===== src/rtl/pipe_hazard_sb.sv =====
// pipe_hazard_sb -- hazard unit for the 5-stage F/D/E/M/W pipeline.
//
// Purpose:
//   Per-source M/W forwarding into E, load-use stall, branch/PC-write flushes,
//   and a countdown scoreboard for one non-pipelined multicycle unit
//   (MUL/DIV class). D is stalled on RAW, WAW and structural conflicts against
//   that unit. A saturating counter tracks the number of D-stall cycles.
//
// Ports:
//   clk, reset_n                  clock, asynchronous active-low reset
//   SrcD/SrcValidD                D-stage source addresses (operand i at [i*RA_W +: RA_W]) + valids
//   DstD, RegWriteD, McD          D-stage destination, write enable, multicycle flag
//   SrcE/SrcValidE                E-stage source addresses + valids
//   DstE/M/W, RegWriteE/M/W       stage destinations and write enables
//   MemtoRegE, McE                E instruction is a load / multicycle op
//   BranchTakenE, PCWrPendingF,
//   PCSrcW                        control-flow inputs
//   ForwardE                      per-source select: 00 RF, 01 W, 10 M
//   StallF, StallD, FlushD,
//   FlushE                        pipeline controls
//   McBusy, McWbW, McDst          multicycle scoreboard state / writeback strobe
//   StallCount                    saturating count of StallD cycles
module pipe_hazard_sb #(
  parameter int RA_W   = 4,
  parameter int NSRC   = 2,
  parameter int MC_LAT = 4,
  parameter int CNT_W  = 16
) (
  input  logic                   clk,
  input  logic                   reset_n,
  input  logic [NSRC*RA_W-1:0]   SrcD,
  input  logic [NSRC-1:0]        SrcValidD,
  input  logic [RA_W-1:0]        DstD,
  input  logic                   RegWriteD,
  input  logic                   McD,
  input  logic [NSRC*RA_W-1:0]   SrcE,
  input  logic [NSRC-1:0]        SrcValidE,
  input  logic [RA_W-1:0]        DstE,
  input  logic [RA_W-1:0]        DstM,
  input  logic [RA_W-1:0]        DstW,
  input  logic                   RegWriteE,
  input  logic                   RegWriteM,
  input  logic                   RegWriteW,
  input  logic                   MemtoRegE,
  input  logic                   McE,
  input  logic                   BranchTakenE,
  input  logic                   PCWrPendingF,
  input  logic                   PCSrcW,
  output logic [2*NSRC-1:0]      ForwardE,
  output logic                   StallF,
  output logic                   StallD,
  output logic                   FlushD,
  output logic                   FlushE,
  output logic                   McBusy,
  output logic                   McWbW,
  output logic [RA_W-1:0]        McDst,
  output logic [CNT_W-1:0]       StallCount
);

  localparam int            CW    = $clog2(MC_LAT + 1);
  localparam logic [CW-1:0] LAT_C = CW'(MC_LAT);
  localparam logic [CW-1:0] ONE_C = CW'(1);

  logic              busy_q, busy_d;
  logic [CW-1:0]     cnt_q, cnt_d;
  logic [RA_W-1:0]   dst_q, dst_d;
  logic [CNT_W-1:0]  scnt_q, scnt_d;

  logic mc_issue;
  logic lduse, mc_issue_raw, mc_raw, mc_waw, mc_struct, hz;

  // An op reaching E is committed: a taken branch in the same cycle does not cancel it.
  assign mc_issue = McE & RegWriteE;

  // Forwarding into E; M is the younger result so it wins over W.
  always_comb begin
    ForwardE = '0;
    for (int i = 0; i < NSRC; i++) begin
      if (SrcValidE[i] && RegWriteM && (SrcE[i*RA_W +: RA_W] == DstM))
        ForwardE[2*i +: 2] = 2'b10;
      else if (SrcValidE[i] && RegWriteW && (SrcE[i*RA_W +: RA_W] == DstW))
        ForwardE[2*i +: 2] = 2'b01;
    end
  end

  // Hazard detection with D as the consumer.
  always_comb begin
    lduse        = 1'b0;
    mc_issue_raw = 1'b0;
    mc_raw       = 1'b0;
    for (int i = 0; i < NSRC; i++) begin
      if (SrcValidD[i]) begin
        if (MemtoRegE && (SrcD[i*RA_W +: RA_W] == DstE))  lduse        = 1'b1;
        if (mc_issue && (SrcD[i*RA_W +: RA_W] == DstE))   mc_issue_raw = 1'b1;
        if (busy_q && (SrcD[i*RA_W +: RA_W] == dst_q))    mc_raw       = 1'b1;
      end
    end
    mc_waw    = busy_q & RegWriteD & (DstD == dst_q);
    // At count==1 the unit frees on the next edge, exactly when D would issue.
    mc_struct = McD & ((busy_q & (cnt_q > ONE_C)) | mc_issue);
    hz        = lduse | mc_issue_raw | mc_raw | mc_waw | mc_struct;
  end

  assign StallD = hz;
  assign StallF = hz | PCWrPendingF;
  assign FlushE = hz | BranchTakenE;
  assign FlushD = PCWrPendingF | PCSrcW | BranchTakenE;

  assign McBusy     = busy_q;
  assign McWbW      = busy_q & (cnt_q == ONE_C);
  assign McDst      = dst_q;
  assign StallCount = scnt_q;

  // Scoreboard and stall-counter next state; a new issue takes precedence over completion.
  always_comb begin
    busy_d = busy_q;
    cnt_d  = cnt_q;
    dst_d  = dst_q;
    scnt_d = scnt_q;
    if (mc_issue) begin
      busy_d = 1'b1;
      cnt_d  = LAT_C;
      dst_d  = DstE;
    end else if (busy_q) begin
      cnt_d = cnt_q - ONE_C;
      if (cnt_q == ONE_C) busy_d = 1'b0;
    end
    if (hz && (scnt_q != {CNT_W{1'b1}})) scnt_d = scnt_q + CNT_W'(1);
  end

  always_ff @(posedge clk or negedge reset_n) begin
    if (!reset_n) begin
      busy_q <= 1'b0;
      cnt_q  <= '0;
      dst_q  <= '0;
      scnt_q <= '0;
    end else begin
      busy_q <= busy_d;
      cnt_q  <= cnt_d;
      dst_q  <= dst_d;
      scnt_q <= scnt_d;
    end
  end

endmodule

===== config.mk =====
export PLATFORM = sky130hd
export DESIGN_NAME = pipe_hazard_sb
export DESIGN_NICKNAME = d
export VERILOG_FILES = /design/src/rtl/pipe_hazard_sb.sv
export SDC_FILE = /design/constraint.sdc
export NUM_CORES = 1
export LEC_CHECK = 0
export ABC_AREA = 1
export BUFFER_PORTS_ARGS = -buffer_cell sky130_fd_sc_hd__buf_2
export CAP_MARGIN = 20
export CORE_MARGIN = 1
export CORE_UTILIZATION = 25
export DETAILED_ROUTE_END_ITERATION = 16
export GPL_TIMING_DRIVEN = 0
export PLACE_DENSITY = 0.57
export SYNTH_ARGS = -nofsm -noshare
export SYNTH_HDL_FRONTEND = slang
export SYNTH_SLANG_ARGS = --single-unit
export TNS_END_PERCENT = 5

===== constraint.sdc =====
create_clock -name clk -period 2.1 [get_ports clk]
set_input_delay 0.42 -clock clk [delete_from_list [all_inputs] [get_ports clk]]
set_output_delay 0.42 -clock clk [all_outputs]
set_load 0.03 [all_outputs]

== After elaboration in Yosys (flattened, before gate mapping) ==
Cells that the tools add are included.
Widths: inputs -> output; s select.
Operators by class
  add/subtract/negate cells: 2
  order comparisons: 1
  equal/unequal tests: 11
  muxes and demuxes: 21
  bitwise operators: 15
  reduce and logical (&&, ||, !) cells: 16
Operators by type and width (count)
  $eq 4x4->1: 9
  $mux 1: 17
  $add 16x1->16 const B: 1
  $ne 16x16->1 const B: 1
  $logic_and 1x1->1: 15
  $or 1x1->1: 9
  $and 1x1->1: 6
  $mux 3: 2
  $mux 2: 2
  $eq 3x1->1 const B: 1
  $gt 3x1->1 const B: 1
  $sub 3x1->3 const B: 1
  $reduce_bool 2->1: 1
Word-level totals
  bits in registers: 24
  bits of input ports: 48
  output and inout bits: 30
  logic and storage cells: 70

== Depth between registers and ports, before layout ==
Gate-level depths: netlist of run 1.
  depth after elaboration: 11
  depth in mapped cells: 12
  mapped depth without buffers: 11

== Worst setup path after synthesis of run 1 ==
Ideal clock, no wire load.
  path kind: input to output
  from: in SrcE[0]
  to: out ForwardE[0]
  data arrival time: 1813 ps
  required time: 1680 ps
  slack: -133 ps
  stages on the path: 7
  buffers on the path: 0
  cell sequence: inv_1 -> nand2_1 -> o21ai_0 -> a21oi_1 -> nand4_1 -> nor3_1 -> nor2_1
Between the ends
  cells in the longest elaborated chain, start to end: 4
  elaborated cells between the ends (all ways): 6
  classes of those cells: eq/ne (2); mux (2); reduce/logical (2)
RTL lines
  start, declared: line 36  | input logic [NSRC*RA_W-1:0] SrcE,
  $eq 4x4->1: line 81  | else if (SrcValidE[i] && RegWriteW && (SrcE[i*RA_W +: RA_W] == DstW))
  $logic_and 1x1->1: line 81
  $mux 1: line 81
  $mux 2 (*): line 79  | if (SrcValidE[i] && RegWriteM && (SrcE[i*RA_W +: RA_W] == DstM))
  end, declared: line 49  | output logic [2*NSRC-1:0] ForwardE,
Mark *: on every way between the ends. The rest lies on a longest branch, timed or not.

== Final worst setup path of run 1 ==
  from: reg cnt_q[1]
  to: out StallF
Between the ends
  cells in the longest elaborated chain, start to end: 6
RTL lines
  start, declared: line 65  | logic [CW-1:0] cnt_q, cnt_d;
  start signal, assigned: line 139  | cnt_q <= cnt_d;
  $gt 3x1->1: line 100  | mc_struct = McD & ((busy_q & (cnt_q > ONE_C)) | mc_issue);
  $and 1x1->1: line 100
  $or 1x1->1: line 100
  $and 1x1->1: line 100
  $or 1x1->1: line 101  | hz = lduse | mc_issue_raw | mc_raw | mc_waw | mc_struct;
  $or 1x1->1: line 105  | assign StallF = hz | PCWrPendingF;
  end, declared: line 50  | output logic StallF,
Every way passes these cells.

==> qor.txt, run 1 <==
Status = finished, violations left
Failing checks = setup timing
Number of I/O pins = 78
Critical path startpoint category = flip-flop
# rows = 31
Main synth FF type = dfrtp_1
Sequential element share of the synthesized area = 0.309
Multi-input logic area = 1230 um^2
Worst clock skew = 1.96 ps
CP max FO = 3
WP data arrival = 1770 ps
Final Core Density = 0.362
Crit. End Element = primary output
Crit path kind = reg2out
Vias per cell = 4.50
Switching share of power = 0.454
EDFF count, synth = 0
Worst Path Required = 1680 ps
Drt first pass iters = 4
Gr usage total = 0.135
Max Slew Vio Count = 0
R2R depth = 9
Sink Count = 24
F_max = 458 MHz
Total grt overflow = 0
Ys async rst share = 1.00
Comb power frac = 0.540
GPL Wtd Cong = 0.851
Initial antenna violation count = 0
First-pass GRT wire length = 9030 um
Worst-path clk slew = 90 ps
Clk buf depth = 2
Yosys Warn Count = 0
Core area = 7370 um^2
Syn Nets = 348
Later-pin clock latency in the skew report = 270 ps
Gate Count Post-Synth = 297
Setup TNS = -88.0 ps
Yosys cell types = 29
DR iter-0 viols = 92
Vias in the first global route = 1976
Root buffer cell = clkbuf_8
CTS tree = built
Largest net degree at the start of global routing = 25
Most instantiated cells after synthesis = nand2_1, inv_1, nand3_1
Worst-margin pin slew = 571 ps
Hpwl dp = 4200 um
Post-cts hold buffer count = 0
WL per Instance = 11.3 um
Mapped cell area = 1940 um^2
Worst IR Drop VDD = 0.000494 V
Die Ht = 90.1 um
Max_cap viols = 0
Number of synthesized register bits = 24
Cts bufs inserted = 3
Clock network power share = 0.134
DP Area = 2450 um^2
Register area = 603 um^2
Die area = 8120 um^2
Post-layout instance area = 2670 um^2
Antenna cell count = 0
Final ANT Viol Nets = 0
Slew headroom = 0.619
Top cell type's share of synthesized area = 0.309
RSZ-0062 raised after global routing = true
DRC violations left = 0
Reg power frac = 0.326
Die W = 90.1 um
Buffers on Ports = 77
Most common cell in the synthesized netlist = nand2_1
Fin. Hold Viols = 0
Initial Utilization = 0.263
Total number of vias = 2186
Routed wire length = 5480 um
Post-route minimum period = 2190 ps
Worst setup margin = -85.4 ps
Synth top area cells = dfrtp_1, nand2_1, inv_1
Fin crit share = 1.04
Share of cells above drive strength 1 = 0.307
H-tree depth = 1
Mapped Avg Cell Area = 6.53 um^2
Pleak = 1.52 nW
Area Overhead vs Synth = 37.5%
Cell taking the most area after synthesis = dfrtp_1
Nets = 440
Cell Int Power = 1.14 mW
Worst hold path class = in2async
Pwr per Cell Area = 782 nW/um^2
Fill cell count = 812
Switch Pwr = 0.948 mW
Setup violators final = 2
-- cell type report --
class	instances	share of cell area
multi-input combinational	227	0.460
buffer	4	0.0117
inverter	42	0.0591
sequential	24	0.226
timing repair buffer	87	0.181
tap	99	0.0464
clock buffer	3	0.0155
-- critical path, stage by stage, from the launching register on --
cell and delay [ps]:
dfrtp_1 380, inv_2 80, ha_4 140, nand2_4 50, a21boi_4 140, nor2_2 60
a21oi_2 190, nand2_4 90, or2_4 240, buf_6 130
-- worst paths after layout --
check / end / slack, ps / from
max: StallF / -90 / cnt_q[1]
min in group clk: McDst[3] / 460 / DstE[3]
min reg2reg: StallCount[8] / 550 / StallCount[8]
max reg2reg: StallCount[13] / 170 / StallCount[0]
min: StallCount[12] / 140 / reset_n
max in group asynchronous: McDst[2] / 1550 / reset_n
-- power groups by stage --
stage | Clock, mW | Combinational (mW) | Sequential (mW)
2_1_floorplan | 0 | 0.517 | 0.776
3_3_place_gp | 0 | 0.903 | 0.673
3_5_place_dp | 0 | 0.911 | 0.674
4_1_cts | 0.296 | 1.07 | 0.675
5_1_grt | 0.315 | 1.25 | 0.700
6_report | 0.280 | 1.13 | 0.681
-- cell usage in the layout (no fill, tap or decap), types with 2 or more instances in the layout --
master | synthesis | layout
nand3_2 | 1 | 3
dfrtp_2 | 0 | 2
ha_1 | 3 | 2
buf_2 | 2 | 75
o22ai_1 | 4 | 4
nand2_4 | 1 | 3
a21oi_1 | 7 | 6
nand2_1 | 99 | 97
clkbuf_8 | 0 | 3
xor2_1 | 13 | 13
buf_4 | 0 | 9
nor2_1 | 25 | 22
o21ai_0 | 13 | 11
nor2_2 | 0 | 3
nor3_1 | 8 | 7
xnor2_1 | 9 | 9
dfrtp_1 | 24 | 22
inv_1 | 41 | 37
nand3_1 | 29 | 27
buf_6 | 1 | 6
nand4_1 | 5 | 5
inv_2 | 1 | 5
-- flip-flops by register name (all words and copies together) (netlist names) --
register / cells
StallCount: 16
McBusy: 1
McDst: 4
cnt_q: 3
-- kinds of logic after synthesis --
group | after synthesis | synth area share
AND/OR/NAND/NOR | 175 | 0.401
buffers and inverters | 46 | 0.0941
AO/OA/AOI/OAI | 27 | 0.0767
adder cells (fa/ha/maj) | 3 | 0.0193
XOR/XNOR | 22 | 0.0993
flip-flops | 24 | 0.309
-- per-stage QoR --
stage,hold slack (ps),setup WS (ps),power (mW),instances
global placement,449,-194,1.58,473
floorplan,124,-118,1.29,297
global route,177,-179,2.26,486
detailed placement,459,-191,1.58,473
CTS,160,-81.6,2.04,485
finish,136,-85.4,2.09,486
-- routing by layer --
metal / part of all wire / wire length, um / global-route usage
met1: 0.47 / 2550 / 0.181
met2: 0.46 / 2540 / 0.224
met3: 0.061 / 332 / 0.0212
met4: 0.010 / 57 / 0.0390
met5: 0 / 0 / 0
-- what timing repair did --
item,CTS,global route
endpoints found under the setup margin,2,9
buffers inserted,9,1
endpoints found under the hold margin,0,0
pin swaps,5,9
resized for setup,20,13
Power figures use the tool's default switching activity.
==> inputs of run 2 (changes only) <==
--- a/config.mk
+++ b/config.mk
@@ -7,12 +7,12 @@
 export LEC_CHECK = 0
 export ABC_AREA = 1
 export BUFFER_PORTS_ARGS = -buffer_cell sky130_fd_sc_hd__buf_2
-export CAP_MARGIN = 20
 export CORE_MARGIN = 1
 export CORE_UTILIZATION = 25
 export DETAILED_ROUTE_END_ITERATION = 16
 export GPL_TIMING_DRIVEN = 0
 export PLACE_DENSITY = 0.57
+export RECOVER_POWER = 25
 export SYNTH_ARGS = -nofsm -noshare
 export SYNTH_HDL_FRONTEND = slang
 export SYNTH_SLANG_ARGS = --single-unit
==> run 2 against run 1 <==
Effect of this change:
- the flow still finishes with violations (setup timing)
- setup slack stayed put
- via count stayed put
- flip-flop and latch count stayed put
- routed wire length hardly changed
- maximum frequency stayed put
- largest power group unchanged
- die area stayed put
- cell area hardly changed
- count of clock-buffer cells in the layout stayed put
- sequential power hardly changed
==> qor.txt, run 2 (synthesis gave the netlist of run 1 again) <==
Status = finished, violations left
Failing checks = setup timing
Routed wire length = 5480 um (about the same)
Hpwl dp = 4200 um (unchanged)
First-pass GRT wire length = 9030 um (unchanged)
CP dominant cell by count = nand2_4
Worst Path Required = 1680 ps (about the same)
Buffers on Ports = 77 (unchanged)
Sink Count = 24 (unchanged)
Worst-margin pin slew = 1370 ps (+796 ps)
Top delay family on crit path = simple AND/OR/NAND/NOR gates
WP data arrival = 1770 ps (about the same)
Pleak = 1.52 nW (-0.18%)
Crit path kind = reg2out
Initial Utilization = 0.263 (unchanged)
WL per Instance = 11.3 um (about the same)
Max reg flops = 16 (unchanged)
Number of I/O pins = 78 (unchanged)
Critical path startpoint category = flip-flop
Area Overhead vs Synth = 37.5% (about the same)
Reg-to-reg setup timing slack = 170 ps (about the same)
Antenna cell count = 0 (unchanged)
CTS tree = built
Clk buf depth = 2 (unchanged)
GPL Wtd Cong = 0.851 (unchanged)
Post-route minimum period = 2190 ps (unchanged)
Slowest stage delay, CP = 380 ps (about the same)
Die W = 90.1 um (unchanged)
RSZ-0062 raised after global routing = true
Vias per cell = 4.50 (unchanged)
R2R Path Start = StallCount[0]
Slew headroom = 0.0886 (-0.531)
Nets = 440 (unchanged)
Share of cells above drive strength 1 = 0.305 (-0.00258)
Max Slew Vio Count = 0 (unchanged)
Setup violators final = 2 (unchanged)
Worst hold path class = in2async
Worst setup margin = -85.4 ps (unchanged)
Total grt overflow = 0 (unchanged)
Final ANT Viol Nets = 0 (unchanged)
Cts bufs inserted = 3 (unchanged)
Buf/Inv on CP = 2 (unchanged)
Vias in the first global route = 1976 (unchanged)
Pwr per Cell Area = 783 nW/um^2 (about the same)
Max_cap viols = 0 (unchanged)
Initial antenna violation count = 0 (unchanged)
Worst R2R End = StallCount[13]
# rows = 31 (unchanged)
Crit. End Element = primary output
Later-pin clock latency in the skew report = 270 ps (about the same)
Crit path cell chain = inv_2 > ha_4 > nand2_4 > a21boi_4 > nor2_2 > a21oi_2 > nand2_4 > or2_4 > buf_6
Root buffer cell = clkbuf_8
H-tree depth = 1 (unchanged)
Commonest non-fill, non-tap cell in the layout = nand2_1
DP Area = 2450 um^2 (unchanged)
Fin. Hold Viols = 0 (unchanged)
Core area = 7370 um^2 (unchanged)
Worst clock skew = 1.96 ps (unchanged)
Post-cts hold buffer count = 0 (unchanged)
Total number of vias = 2186 (unchanged)
Final Core Density = 0.362 (about the same)
Slowest CP cell = dfrtp_1
Worst IR Drop VDD = 0.000494 V (about the same)
Fin crit share = 1.04 (unchanged)
Die area = 8120 um^2 (unchanged)
Largest net degree at the start of global routing = 25 (unchanged)
CP max FO = 3 (unchanged)
DR iter-0 viols = 92 (unchanged)
Commonest cells after routing, fill and taps aside = nand2_1, buf_2, inv_1, nand3_1
F_max = 458 MHz (unchanged)
Placed insts = 473 (unchanged)
Power Total = 2.09 mW (about the same)
Die Ht = 90.1 um (unchanged)
DRC violations left = 0 (unchanged)
Pre-CTS setup slack = -191 ps (unchanged)
Drt first pass iters = 4 (unchanged)
Post-layout instance area = 2670 um^2 (about the same)
R2R depth = 9 (unchanged)
Worst-path clk slew = 90 ps (about the same)
Gr usage total = 0.135 (unchanged)
Fill cell count = 812 (unchanged)
Fin cells = 486 (unchanged)
-- run 2: stage by stage --
step                      TNS, ps  hold slack [ps]
after floorplan              -118              124
after CTS                   -81.6              160
after detailed placement     -354              459
after global placement       -372              449
final                       -88.0              444
after global routing         -340              453
-- run 2: what timing repair did --
action                                  in CTS  in global routing
buffers inserted                             9                  1
gates cloned                                 0                  0
pin swaps                                    5                  9
resized for setup                           20                 13
endpoints found under the setup margin       2                  9
-- run 2: how the worst max path moves through the flow --
stage / from / endpoint / slack [ps] / cells after the start
2_1_floorplan: DstM[0] / ForwardE[2] / -120 / 7
3_3_place_gp: SrcD[7] / StallD / -190 / 11
3_5_place_dp: SrcD[7] / StallD / -190 / 11
4_1_cts: cnt_q[1] / StallF / -80 / 9
5_1_grt: cnt_q[1] / StallF / -180 / 9
6_report: cnt_q[1] / StallF / -90 / 9
-- run 2: worst reg2reg max path: cells and delay by family (launching register included) --
| family | cells | cell delay, ps |
|---|---|---|
| fa+ha+maj | 1 | 220 |
| buf+inv | 1 | 260 |
| simple gates | 7 | 930 |
| flops | 1 | 420 |
-- run 2: final cells by class --
class / instances / area, um^2 / area share
tap: 99 / 124 / 0.0464
inverter: 42 / 158 / 0.0591
timing repair buffer: 87 / 482 / 0.181
buffer: 4 / 31.3 / 0.0117
multi-input combinational: 227 / 1230 / 0.461
sequential: 24 / 603 / 0.226
clock buffer: 3 / 41.3 / 0.0155
-- run 2: layer usage --
metal / wire length (um) / global-route usage / share of wire / vias to the layer above
li1: - / - / - / 1122
met4: 57 / 0.0390 / 0.010 / 0
met1: 2550 / 0.181 / 0.47 / 976
met2: 2540 / 0.224 / 0.46 / 84
met5: 0 / 0 / 0 / -
met3: 332 / 0.0212 / 0.061 / 4
-- run 2: power by group --
part | leakage [nW] | switching (mW) | internal [mW]
sequential | 0.308 | 0.123 | 0.557
combinational | 1.19 | 0.672 | 0.454
clock | 0.0216 | 0.152 | 0.128
total | 1.52 | 0.948 | 1.14
==> inputs of run 3 (changes only) <==
==> constraint.sdc (replaced) <==
create_clock -name clk -period 2.1 [get_ports clk]
set_input_delay 0.21 -clock clk [delete_from_list [all_inputs] [get_ports clk]]
set_output_delay 0.21 -clock clk [all_outputs]
set_load 0.03 [all_outputs]
==> run 3 against run 2 <==
Effect of this change:
- the run now ends clean
- count of clock-buffer cells in the layout rose by 1
- die area stayed put
- flip-flop and latch count did not move
- utilization fell by 1.1 points
- critical path depth stayed put
- via count down 2.1%
- maximum frequency up 10%
- register-to-register slack hardly changed
- non-clock buffer count shrank 4
- clock skew grew 1.0 ps
- first-iteration DRC count shrank 61%
==> qor.txt, run 3 (synthesis gave the netlist of run 1 again) <==
Status = completed
RSZ-0062 raised after global routing = true
Buf/Inv on CP = 3 (+1)
Max Slew Vio Count = 0 (unchanged)
Total number of vias = 2140 (-2.1%)
Pre-CTS setup slack = 15.5 ps (+207 ps)
Root buffer cell = clkbuf_8
Routed wire length = 5340 um (-2.5%)
# rows = 31 (unchanged)
Crit. End Element = primary output
Final ANT Viol Nets = 0 (unchanged)
Worst-path clk slew = 90 ps (about the same)
Post-layout instance area = 2590 um^2 (-3.0%)
Worst-margin pin slew = 1380 ps (+9.03 ps)
First-pass GRT wire length = 8690 um (-3.7%)
Later-pin clock latency in the skew report = 270 ps (about the same)
Total grt overflow = 0 (unchanged)
Commonest cells after routing, fill and taps aside = nand2_1, buf_2, inv_1, nand3_1, nor2_1
Max_cap viols = 0 (unchanged)
Fin. Hold Viols = 0 (unchanged)
Buffers on Ports = 77 (unchanged)
Reg-to-reg setup timing slack = 170 ps (about the same)
Slew headroom = 0.0826 (-0.00602)
Worst setup margin = 115 ps (+200 ps)
Area Overhead vs Synth = 33.4%
Worst R2R End = StallCount[3]
Worst Path Required = 1890 ps (+210 ps)
Post-route minimum period = 1980 ps (-200 ps)
Multi-input logic area = 1170 um^2 (-4.4%)
CP max FO = 3 (unchanged)
Critical path startpoint category = flip-flop
Drt first pass iters = 4 (unchanged)
F_max = 504 MHz (+10%)
CTS tree = built
Antenna cell count = 0 (unchanged)
Fin crit share = 0.945 (-0.0955)
Number of I/O pins = 78 (unchanged)
Slowest CP cell = dfrtp_1
Clk buf depth = 2 (unchanged)
Vias in the first global route = 1844 (-6.7%)
End of the critical path = StallF
Crit path kind = reg2out
R2R Path Start = StallCount[1]
Register area = 604 um^2 (+0.21%)
Gr usage total = 0.129 (-0.00604)
Nets = 436 (-0.91%)
Pwr per Cell Area = 781 nW/um^2 (-0.18%)
Sink Count = 24 (unchanged)
Crit path cell chain = inv_2 > buf_4 > nand3_1 > o21ai_0 > nor2_1 > a21oi_2 > nand2_2 > or2_4 > buf_6
DP Area = 2450 um^2 (-0.20%)
Vias per cell = 4.43 (-1.5%)
DR iter-0 viols = 36 (-61%)
GPL Wtd Cong = 0.833 (-2.0%)
DRC violations left = 0 (unchanged)
Setup violators final = 0 (-2)
Slowest stage delay, CP = 390 ps (about the same)
CP Depth = 9 (unchanged)
Max reg flops = 16 (unchanged)
CP startpoint = cnt_q[1]
Hpwl dp = 4230 um (+0.57%)
Pleak = 1.47 nW (-3.1%)
WL per Instance = 11.1 um (-1.9%)
Worst clock skew = 3.00 ps (+1.04 ps)
R2R depth = 9 (unchanged)
Cts bufs inserted = 3 (unchanged)
Initial antenna violation count = 0 (unchanged)
Core area = 7370 um^2 (unchanged)
Worst hold path class = in2reg
Initial Utilization = 0.263 (unchanged)
Die W = 90.1 um (unchanged)
Fill cell count = 838 (+3.2%)
Commonest non-fill, non-tap cell in the layout = nand2_1
WP data arrival = 1770 ps (about the same)
Top delay family on crit path = simple AND/OR/NAND/NOR gates
Die Ht = 90.1 um (unchanged)
Worst IR Drop VDD = 0.000416 V (-16%)
Die area = 8120 um^2 (unchanged)
Largest net degree at the start of global routing = 25 (unchanged)
Final Core Density = 0.351 (-0.0107)
Share of cells above drive strength 1 = 0.276 (-0.0289)
H-tree depth = 1 (unchanged)
run 3: how the worst min path moves through the flow:
| stage | startpoint | end | slack (ps) | cells after the start |
|---|---|---|---|---|
| after floorplan | reset_n | McBusy | -90 | 0 |
| after detailed placement | reset_n | StallCount[8] | 240 | 1 |
| final | DstE[3] | McDst[3] | 240 | 3 |
| after CTS | DstE[3] | McDst[3] | 240 | 3 |
| after global placement | reset_n | StallCount[8] | 240 | 1 |
| after global routing | DstE[3] | McDst[3] | 260 | 3 |
run 3: worst reg2reg max path: cells and delay by family, from the launching register on:
| kind | cells | cell delay [ps] |
|---|---|---|
| adders and majority gates | 1 | 230 |
| buffers and inverters | 1 | 260 |
| DFF | 1 | 430 |
| and+or+nand+nor | 7 | 910 |
run 3: where the power goes:
part	total [mW]	switching [mW]	internal (mW)
Clock	0.329	0.161	0.168
Sequential	0.677	0.119	0.558
Combinational	1.02	0.624	0.392
Total	2.02	0.905	1.12
run 3: repair_timing:
item | CTS | global route
gates resized for setup | 9 | 10
endpoints found under the setup margin | 2 | 15
pin swaps | 2 | 2
buffers inserted | 4 | 1
hold buffers | 1 | 0
endpoints found under the hold margin | 24 | 0
run 3: cell type report:
class	count	area share
multi-input combinational	227	0.454
buffer	4	0.0130
timing repair buffer	83	0.170
tap	99	0.0478
inverter	42	0.0609
clock buffer	4	0.0213
sequential	24	0.233
run 3: layer usage:
| layer | vias to the layer above | track usage | share of wire |
|---|---|---|---|
| met1 | 953 | 0.182 | 0.49 |
| met2 | 64 | 0.205 | 0.44 |
| met3 | 4 | 0.0195 | 0.058 |
| met4 | 0 | 0.0323 | 0.0079 |
| li1 | 1119 | - | - |
| met5 | - | 0 | 0 |
run 3: metrics by stage:
| stage | total power, mW | hold slack, ps | cells | TNS (ps) |
|---|---|---|---|---|
| 2_1_floorplan | 1.29 | -85.6 | 297 | 0 |
| 3_3_place_gp | 1.57 | 235 | 473 | 0 |
| 3_5_place_dp | 1.59 | 245 | 473 | 0 |
| 4_1_cts | 2.02 | 236 | 482 | 0 |
| 5_1_grt | 2.18 | 262 | 483 | -1.70 |
| 6_report | 2.02 | 245 | 483 | 0 |
